===== config.mk =====
export PLATFORM = sky130hd
export DESIGN_NAME = l1_stream_out
export DESIGN_NICKNAME = d
export VERILOG_FILES = /design/src/rtl/l1_stream_out.sv
export SDC_FILE = /design/constraint.sdc
export NUM_CORES = 1
export LEC_CHECK = 0
export CAP_MARGIN = 0
export CELL_PAD_IN_SITES_DETAIL_PLACEMENT = 0
export CELL_PAD_IN_SITES_GLOBAL_PLACEMENT = 1
export CORE_MARGIN = 2
export CORE_UTILIZATION = 44
export CTS_CLUSTER_SIZE = 28
export DETAILED_ROUTE_END_ITERATION = 8
export GPL_TIMING_DRIVEN = 0
export PLACE_DENSITY = 0.77
export SYNTH_ARGS = -nofsm -noshare
export SYNTH_HDL_FRONTEND = slang
export SYNTH_SLANG_ARGS = --single-unit

===== constraint.sdc =====
create_clock -name clk -period 2.7 [get_ports clk]
set_clock_uncertainty 0.15 [all_clocks]
set_input_delay 0.27 -clock clk [delete_from_list [all_inputs] [get_ports clk]]
set_output_delay 0.27 -clock clk [all_outputs]
set_load 0.02 [all_outputs]

===== src/rtl/l1_stream_out.sv =====
// Layer-1 readback: reads N_WORDS words from layer memory and streams them out in raster order
// through a small FIFO. Define L1_STREAM_STAT_EN to build the running max/sum statistics unit.
module l1_stream_out #(
  parameter int          N_WORDS    = 1024,
  parameter logic [2:0]  SEL        = 3'd3,
  parameter int          FIFO_DEPTH = 4
) (
  input  logic               clk,
  input  logic               reset,
  input  logic               start,
  output logic               busy,
  output logic               done,
  output logic               crd,
  output logic [11:0]        caddr_rd,
  input  logic signed [19:0] cdata_rd,
  output logic [2:0]         csel,
  output logic               out_valid,
  input  logic               out_ready,
  output logic signed [19:0] out_data,
  output logic [9:0]         out_idx,
  output logic               out_last,
  output logic signed [19:0] stat_max,
  output logic signed [29:0] stat_sum
);

  localparam int         AW       = $clog2(FIFO_DEPTH);
  localparam logic [9:0] LAST_IDX = 10'(N_WORDS - 1);
  localparam logic [AW:0] DEPTH_V = (AW+1)'(FIFO_DEPTH);

  typedef enum logic [1:0] {S_IDLE, S_RUN, S_DRAIN, S_DONE} state_t;

  state_t             r_state;
  state_t             w_state_next;
  logic [9:0]         r_idx;
  logic               r_crd;
  logic [11:0]        r_caddr;
  logic signed [19:0] r_fifo_data [FIFO_DEPTH];
  logic [9:0]         r_fifo_idx  [FIFO_DEPTH];
  logic [AW-1:0]      r_wr_ptr;
  logic [AW-1:0]      r_rd_ptr;
  logic [AW:0]        r_count;

  logic w_start_acc;
  logic w_issue;
  logic w_push;
  logic w_pop;
  logic w_empty;

  assign w_start_acc = start && (r_state == S_IDLE);
  // r_crd doubles as the in-flight flag: the word for an issued read arrives on the next edge
  assign w_issue = (r_state == S_RUN) && ((r_count + {{AW{1'b0}}, r_crd}) < DEPTH_V);
  assign w_push  = r_crd;
  assign w_empty = (r_count == '0);
  assign w_pop   = out_valid && out_ready;

  always_ff @(posedge clk or posedge reset) begin
    if (reset) r_state <= S_IDLE;
    else       r_state <= w_state_next;
  end

  always_comb begin
    w_state_next = r_state;
    case (r_state)
      S_IDLE:  if (start) w_state_next = S_RUN;
      S_RUN:   if (w_issue && (r_idx == LAST_IDX)) w_state_next = S_DRAIN;
      S_DRAIN: if (!r_crd && w_empty) w_state_next = S_DONE;
      default: w_state_next = S_IDLE;
    endcase
  end

  always_ff @(posedge clk or posedge reset) begin
    if (reset) begin
      r_idx    <= '0;
      r_crd    <= 1'b0;
      r_caddr  <= '0;
      r_wr_ptr <= '0;
      r_rd_ptr <= '0;
      r_count  <= '0;
    end else if (w_start_acc) begin
      r_idx    <= '0;
      r_crd    <= 1'b0;
      r_wr_ptr <= '0;
      r_rd_ptr <= '0;
      r_count  <= '0;
    end else begin
      r_crd <= w_issue;
      if (w_issue) begin
        r_caddr <= {2'b00, r_idx};
        r_idx   <= r_idx + 10'd1;
      end
      if (w_push) r_wr_ptr <= r_wr_ptr + AW'(1);
      if (w_pop)  r_rd_ptr <= r_rd_ptr + AW'(1);
      case ({w_push, w_pop})
        2'b10:   r_count <= r_count + (AW+1)'(1);
        2'b01:   r_count <= r_count - (AW+1)'(1);
        default: r_count <= r_count;
      endcase
    end
  end

  // Storage needs no reset: the head is masked whenever the FIFO is empty
  always_ff @(posedge clk) begin
    if (w_push) begin
      r_fifo_data[r_wr_ptr] <= cdata_rd;
      r_fifo_idx[r_wr_ptr]  <= r_caddr[9:0];
    end
  end

  assign busy      = (r_state == S_RUN) || (r_state == S_DRAIN);
  assign done      = (r_state == S_DONE);
  assign csel      = busy ? SEL : 3'd0;
  assign crd       = r_crd;
  assign caddr_rd  = r_caddr;
  assign out_valid = !w_empty;
  assign out_data  = out_valid ? r_fifo_data[r_rd_ptr] : 20'sd0;
  assign out_idx   = out_valid ? r_fifo_idx[r_rd_ptr] : 10'd0;
  assign out_last  = out_valid && (r_fifo_idx[r_rd_ptr] == LAST_IDX);

`ifdef L1_STREAM_STAT_EN
  logic signed [19:0] r_stat_max;
  logic signed [29:0] r_stat_sum;

  always_ff @(posedge clk or posedge reset) begin
    if (reset || w_start_acc) begin
      r_stat_max <= 20'sh80000;
      r_stat_sum <= '0;
    end else if (w_pop) begin
      if (out_data > r_stat_max) r_stat_max <= out_data;
      r_stat_sum <= r_stat_sum + {{10{out_data[19]}}, out_data};
    end
  end

  assign stat_max = r_stat_max;
  assign stat_sum = r_stat_sum;
`else
  assign stat_max = '0;
  assign stat_sum = '0;
`endif

endmodule

==> metrics, run 1 <==
measured slew at the worst slew-check pin 0.850 ns; register area 0.00435 sq mm; endpoints failing hold 0; die height 127 um; Final ANT Viol Nets 0; Core Area 0.0146 sq mm; total gr overflow 0; die footprint 0.0161 sq mm; CTS Buf Count 17; Data required, critical path 2.28 ns; crit path DAT 2.21 ns; Fillers 1171; Total GRT Usage 0.152; most common flop cell mapped by yosys edfxtp_1; Reg2Reg Setup Slack 0.52 ns; min Tclk post-route 2.63 ns; CP top delay family buffers and inverters; Worst setup EP type primary output; Worst VDD drop 0.000712 V; clock tree buffer depth 2; EDFF count, synth 120; top cell type by total area after synthesis edfxtp_1; worst skew pair latency 0.42 ns; startpoint type of the worst setup path register; post-DR vias/cell 4.77; CTS tree yes; Post-synth ARST share 0.200; port bufs 70; clk root buf clkbuf_16; IO Pins 124; Site Rows 44; Logic pwr share 0.386; Internal 5.88 mW; fin crit share 0.975; HP Class in -> async; via count 3536; Post-DP HPWL 7720 um; CP max FO 10; Gate Count Post-Synth 403; DRC Markers 0; CTS H-tree depth 4; fin area 0.00840 sq mm; Cell Area, Synth 0.00664 sq mm; fin nets 579; die width 127 um; GPL Wtd Cong 0.755; Seq/Total Area, Yosys 0.656; share of cells above drive strength 1 0.269; ranking of synthesized cells by instance count edfxtp_1, buf_4, and2_1; most frequent cell after synthesis edfxtp_1; top cells by area, synth edfxtp_1, dfrtp_1, mux4_2; #FFs+latches synth 150; Crit Path Class reg -> out; Peak Freq 380 MHz; Avg Cell Area, Syn 16.5 sq um; Pleak 3.36 nW; Detailed Route Iter0 Violations 211; Slew Limit Headroom 0.433; Initial Util 0.453; Max Cap Violations 0; total power 8.70 mW; critical path cell sequence buf_4 > buf_8 > mux4_2 > nand4_1 > nor4_1 > clkdlybuf4s15_1; Final Max Slew Viols 0; Finished Core Util 0.574; critical path buffer and inverter count 3; vias in the first global route 3412; Ys Warns 0; area of the multi-input gates 0.00194 sq mm; distinct cell type count after synthesis 46; Worst R2R End r_count[2]$_DFFE_PP0P_; PwrDens 1040 mW/mm^2; status completed; power share of the clock group 0.271; RSZ-0062 raised after global routing no; Sum Neg Setup Slack 0 ns; Worst Reg-to-Reg Cells 7; Antenna diodes 0; first-pass GRT wire length 18300 um; Placed Area 0.00777 sq mm; reg-to-reg startpoint r_count[1]$_DFFE_PP0P_; Switch Pwr 2.82 mW; Seq pwr share 0.343; Slowest-stage cell, CP clkdlybuf4s15_1; initial antenna violation count 0; Area growth syn-to-layout 26.5%; top cell type's share of synthesized area 0.543; CP max stage delay 0.39 ns; CP Launch Point r_rd_ptr[0]$_DFFE_PP0P_; TritonRoute pass-1 iters 4; Routed WL per cell 15.8 um; final setup fails 0; largest net degree at the start of global routing 31; clock-pin slew on the worst setup and hold paths 0.06 ns; WHS 0.0713 ns; Sink Count 150; WL final 11700 um; Net Sw Frac 0.324
registers in the layout (all words and copies together) (netlist names):
register and flops:
caddr_rd 10, crd 1, r_count 3, r_fifo_data 80, r_fifo_idx 40, r_idx 10, r_rd_ptr 2, r_state 2
r_wr_ptr 2
through the flow:
step                cells  worst slack (ns)
detailed placement    709            0.0621
CTS                   741            0.0229
global route          742           0.00358
floorplan             455             0.506
global placement      709            0.0475
finish                742            0.0687
worst register-to-register path: stages (launching register included):
cell and delay [ns]:
dfrtp_1 0.40, buf_4 0.19, o31ai_4 0.36, nor2_1 0.10, fa_1 0.38, nor3_1 0.22, o21ai_0 0.11, nor3b_1 0.14
worst max-delay path by stage:
stage,to,slack (ns),cells after the start
2_1_floorplan,out_last,0.51,5
3_3_place_gp,r_fifo_data[2][2]$_DFFE_PP_,0.05,2
3_5_place_dp,out_last,0.06,6
4_1_cts,out_last,0.02,6
5_1_grt,out_last,0.004,6
6_report,out_last,0.07,6
routing by layer:
| layer | vias up | wire length [um] | global-route usage |
|---|---|---|---|
| met5 | - | 0 | 0 |
| met4 | 0 | 174 | 0.0614 |
| met3 | 15 | 444 | 0.0388 |
| met2 | 73 | 5760 | 0.245 |
| met1 | 1765 | 5310 | 0.199 |
| li1 | 1683 | - | - |
cell type report:
type / instances / area share
sequential: 150 / 0.518
multi-input combinational: 221 / 0.231
timing repair buffer: 71 / 0.0824
buffer: 74 / 0.0660
clock buffer: 22 / 0.0552
tap: 184 / 0.0274
clock inverter: 10 / 0.0155
inverter: 10 / 0.00447
logic make-up after synthesis:
logic type | count (synthesis) | synth area share
DFF | 150 | 0.656
buffers and inverters | 84 | 0.0840
and+or+nand+nor | 78 | 0.0663
muxes | 44 | 0.128
AOI/OAI and AO/OA | 26 | 0.0320
adders and majority gates | 10 | 0.0200
xor gates and xnor gates | 10 | 0.0132
other | 1 | 0.000565
cell usage in the layout (no fill, tap or decap), types with 5 or more instances in the layout:
cell type / Yosys / routed
nand2_1: 7 / 7
xor2_1: 7 / 7
clkbuf_16: 0 / 17
clkbuf_1: 8 / 6
ha_1: 9 / 9
clkdlybuf4s50_1: 0 / 40
dlygate4sd2_1: 0 / 29
dfrtp_1: 30 / 30
a21oi_1: 5 / 5
buf_4: 59 / 59
and2_1: 34 / 30
edfxtp_1: 120 / 120
conb_1: 1 / 53
mux4_2: 29 / 29
mux2_4: 9 / 9
inv_1: 9 / 9
nor2_1: 16 / 16
repair_timing:
| item | 4_1_cts | 5_1_grt |
|---|---|---|
| resized for setup | 46 | 1 |
| gates cloned | 0 | 0 |
| pin swaps | 0 | 0 |
| setup endpoints to repair | 32 | 1 |
| hold buffers | 0 | 0 |
| setup buffers | 0 | 0 |
power groups by stage:
stage,clock (mW),combinational (mW),sequential (mW)
6_report,2.35,3.36,2.98
5_1_grt,2.46,3.65,3.02
4_1_cts,2.38,3.42,2.99
3_5_place_dp,0,3.57,3.03
3_3_place_gp,0,3.53,3.02
2_1_floorplan,0,2.29,3.02
(Power assumes the default switching activity.)
==> run 2: changes to the inputs <==
CORE_UTILIZATION = 47   (was 44)
PLACE_DENSITY = 0.81   (was 0.77)
clock period = 3.1 ns   (was 2.7 ns; I/O delays follow)
==> run 2 against run 1 <==
Power shrank 13%. Worst setup slack better by 0.14 ns. First-iteration DRC count up 15%. Sequential power down 12%. Highest routed layer unchanged.
==> metrics, run 2 (synthesized netlist as in run 1, its figures left out) <==
most common cell after layout, fill and taps aside edfxtp_1; routing usage on met3 0.0455 (+0.00674); Core Area 0.0138 sq mm (-5.6%); Sink Count 150 (unchanged); min Tclk post-route 2.90 ns; grt met1 use 0.209 (+0.00963); Max Cap Violations 0 (unchanged); initial antenna violation count 0 (unchanged); CTS Buf Count 17 (unchanged); Final ANT Viol Nets 0 (unchanged); CTS H-tree depth 4 (unchanged); largest net degree at the start of global routing 31 (unchanged); share of cells above drive strength 1 0.266 (-0.00311); Sum Neg Setup Slack 0 ns (unchanged); measured slew at the worst slew-check pin 1.15 ns (+0.300 ns); fin nets 578 (-0.17%); Crit Path Class reg -> out; clk root buf clkbuf_16; Largest register FFs 80 (unchanged); port bufs 70 (unchanged); Total GRT Usage 0.167 (+0.0149); endpoints failing hold 0 (unchanged); IO Pins 124 (unchanged); largest register by flop count r_fifo_data; post-DR vias/cell 4.90 (+2.9%); CP max FO 10 (unchanged); most frequent cells in the layout edfxtp_1, clkdlybuf4s50_1, buf_4, conb_1; WHS 0.352 ns (+0.281 ns); PwrDens 908 mW/mm^2 (-12%); clock tree buffer depth 2 (unchanged); via count 3613 (+2.2%); Antenna diodes 0 (unchanged); GRT Max-Usage Layer met2; Area growth syn-to-layout 25.3%; status completed; largest registers r_fifo_data (80), r_fifo_idx (40); first-pass GRT wire length 18500 um (+0.94%); die footprint 0.0151 sq mm (-6.2%); Finished Core Util 0.602 (+0.0279); Slew Limit Headroom 0.233 (-0.201); Peak Freq 345 MHz; die width 123 um (-3.1%); final setup fails 0 (unchanged); Detailed Route Iter0 Violations 243 (+15%); GPL Wtd Cong 0.797 (+5.6%); Final Max Slew Viols 0 (unchanged); total gr overflow 0 (unchanged); TritonRoute pass-1 iters 4 (unchanged); Data required, critical path 2.64 ns (+0.36 ns); Site Rows 43 (-2.3%); Routed WL per cell 16.2 um (+3.1%); startpoint type of the worst setup path register; Post-DP HPWL 7760 um (+0.47%); Worst setup EP type primary output; M2 GR Usage 0.281 (+0.0366); DRC Markers 0 (unchanged); HP Class in -> async; register area 0.00435 sq mm (unchanged); area of the multi-input gates 0.00193 sq mm (-0.32%); die height 123 um (-3.1%); clock-pin slew on the worst setup and hold paths 0.06 ns (about the same); WL final 12000 um (+2.4%); fin crit share 0.934; worst skew pair latency 0.41 ns (about the same); vias in the first global route 3603 (+5.6%); CTS tree yes; crit path DAT 2.44 ns (+0.23 ns); RSZ-0062 raised after global routing no; Pleak 3.24 nW (-3.6%); Post CTS Setup Buffer Count 0 (unchanged); Initial Util 0.480 (+0.0268); Fillers 1030 (-12%); Worst VDD drop 0.000532 V (-25%)
==> run 2: cell types whose count changed in the layout (fill, tap and decap cells not counted), moves of 2 or more <==
cell and change:
buf_8 -2, bufinv_16 -2, clkbuf_4 -2, clkbuf_8 -2, clkdlybuf4s50_1 +29, clkinv_2 +2
clkinv_4 +2, clkinvlp_4 +2, dlygate4sd2_1 -28
==> run 2: area by class of cell <==
type / count / share of cell area
buffer: 74 / 0.0635
clock buffer: 18 / 0.0516
clock inverter: 14 / 0.0135
inverter: 10 / 0.00451
multi-input combinational: 221 / 0.232
sequential: 150 / 0.523
tap: 180 / 0.0271
timing repair buffer: 70 / 0.0841
==> run 2: through the flow <==
| stage | cell area (sq um) | power [mW] | worst slack [ns] | cells |
|---|---|---|---|---|
| 4_1_cts | 8310 | 7.61 | 0.0271 | 737 |
| 5_1_grt | 8320 | 7.94 | 0.0346 | 737 |
| 3_3_place_gp | 7760 | 5.69 | 0.345 | 705 |
| 2_1_floorplan | 6840 | 4.62 | 0.866 | 455 |
| 3_5_place_dp | 7770 | 5.75 | 0.332 | 705 |
| 6_report | 8320 | 7.56 | 0.205 | 737 |
==> run 2: power by group <==
part	total (mW)	internal [mW]	switching (mW)
registers	2.61	2.46	0.147
clock network	1.85	1.09	0.762
logic	3.10	1.51	1.59
==> run 2: routing by layer <==
metal / share of wire / wire, um / up-vias
met2: 0.51 / 6060 / 110
met4: 0.014 / 164 / 0
met5: 0 / 0 / -
met1: 0.43 / 5100 / 1813
met3: 0.053 / 637 / 11
li1: - / - / 1679
==> run 2: worst paths after layout <==
check | startpoint | endpoint | slack [ns] | cells past startpoint
max | r_rd_ptr[0]$_DFFE_PP0P_ | out_data[9] | 0.20 | 5
min | reset | r_count[1]$_DFFE_PP0P_ | 0.35 | 2
max reg2reg | r_count[1]$_DFFE_PP0P_ | r_count[2]$_DFFE_PP0P_ | 0.90 | 7
min reg2reg | caddr_rd[7]$_DFFE_PP0P_ | r_fifo_idx[3][7]$_DFFE_PP_ | 0.40 | 0
max in group asynchronous | reset | r_count[2]$_DFFE_PP0P_ | 1.76 | 2
min in group clk | cdata_rd[18] | r_fifo_data[3][18]$_DFFE_PP_ | 0.39 | 1
==> run 2: critical path, stage by stage, from the launching register on <==
cell,delay (ns)
dfrtp_1,0.34
buf_4,0.17
clkbuf_4,0.28
mux4_2,0.53
and2_1,0.17
clkdlybuf4s50_1,0.53
==> run 2: what timing repair did <==
| action | CTS | global route |
|---|---|---|
| endpoints found under the setup margin | 2 | 29 |
| resized for setup | 3 | 4 |
| pin swaps | 0 | 0 |
| hold buffers | 0 | 0 |
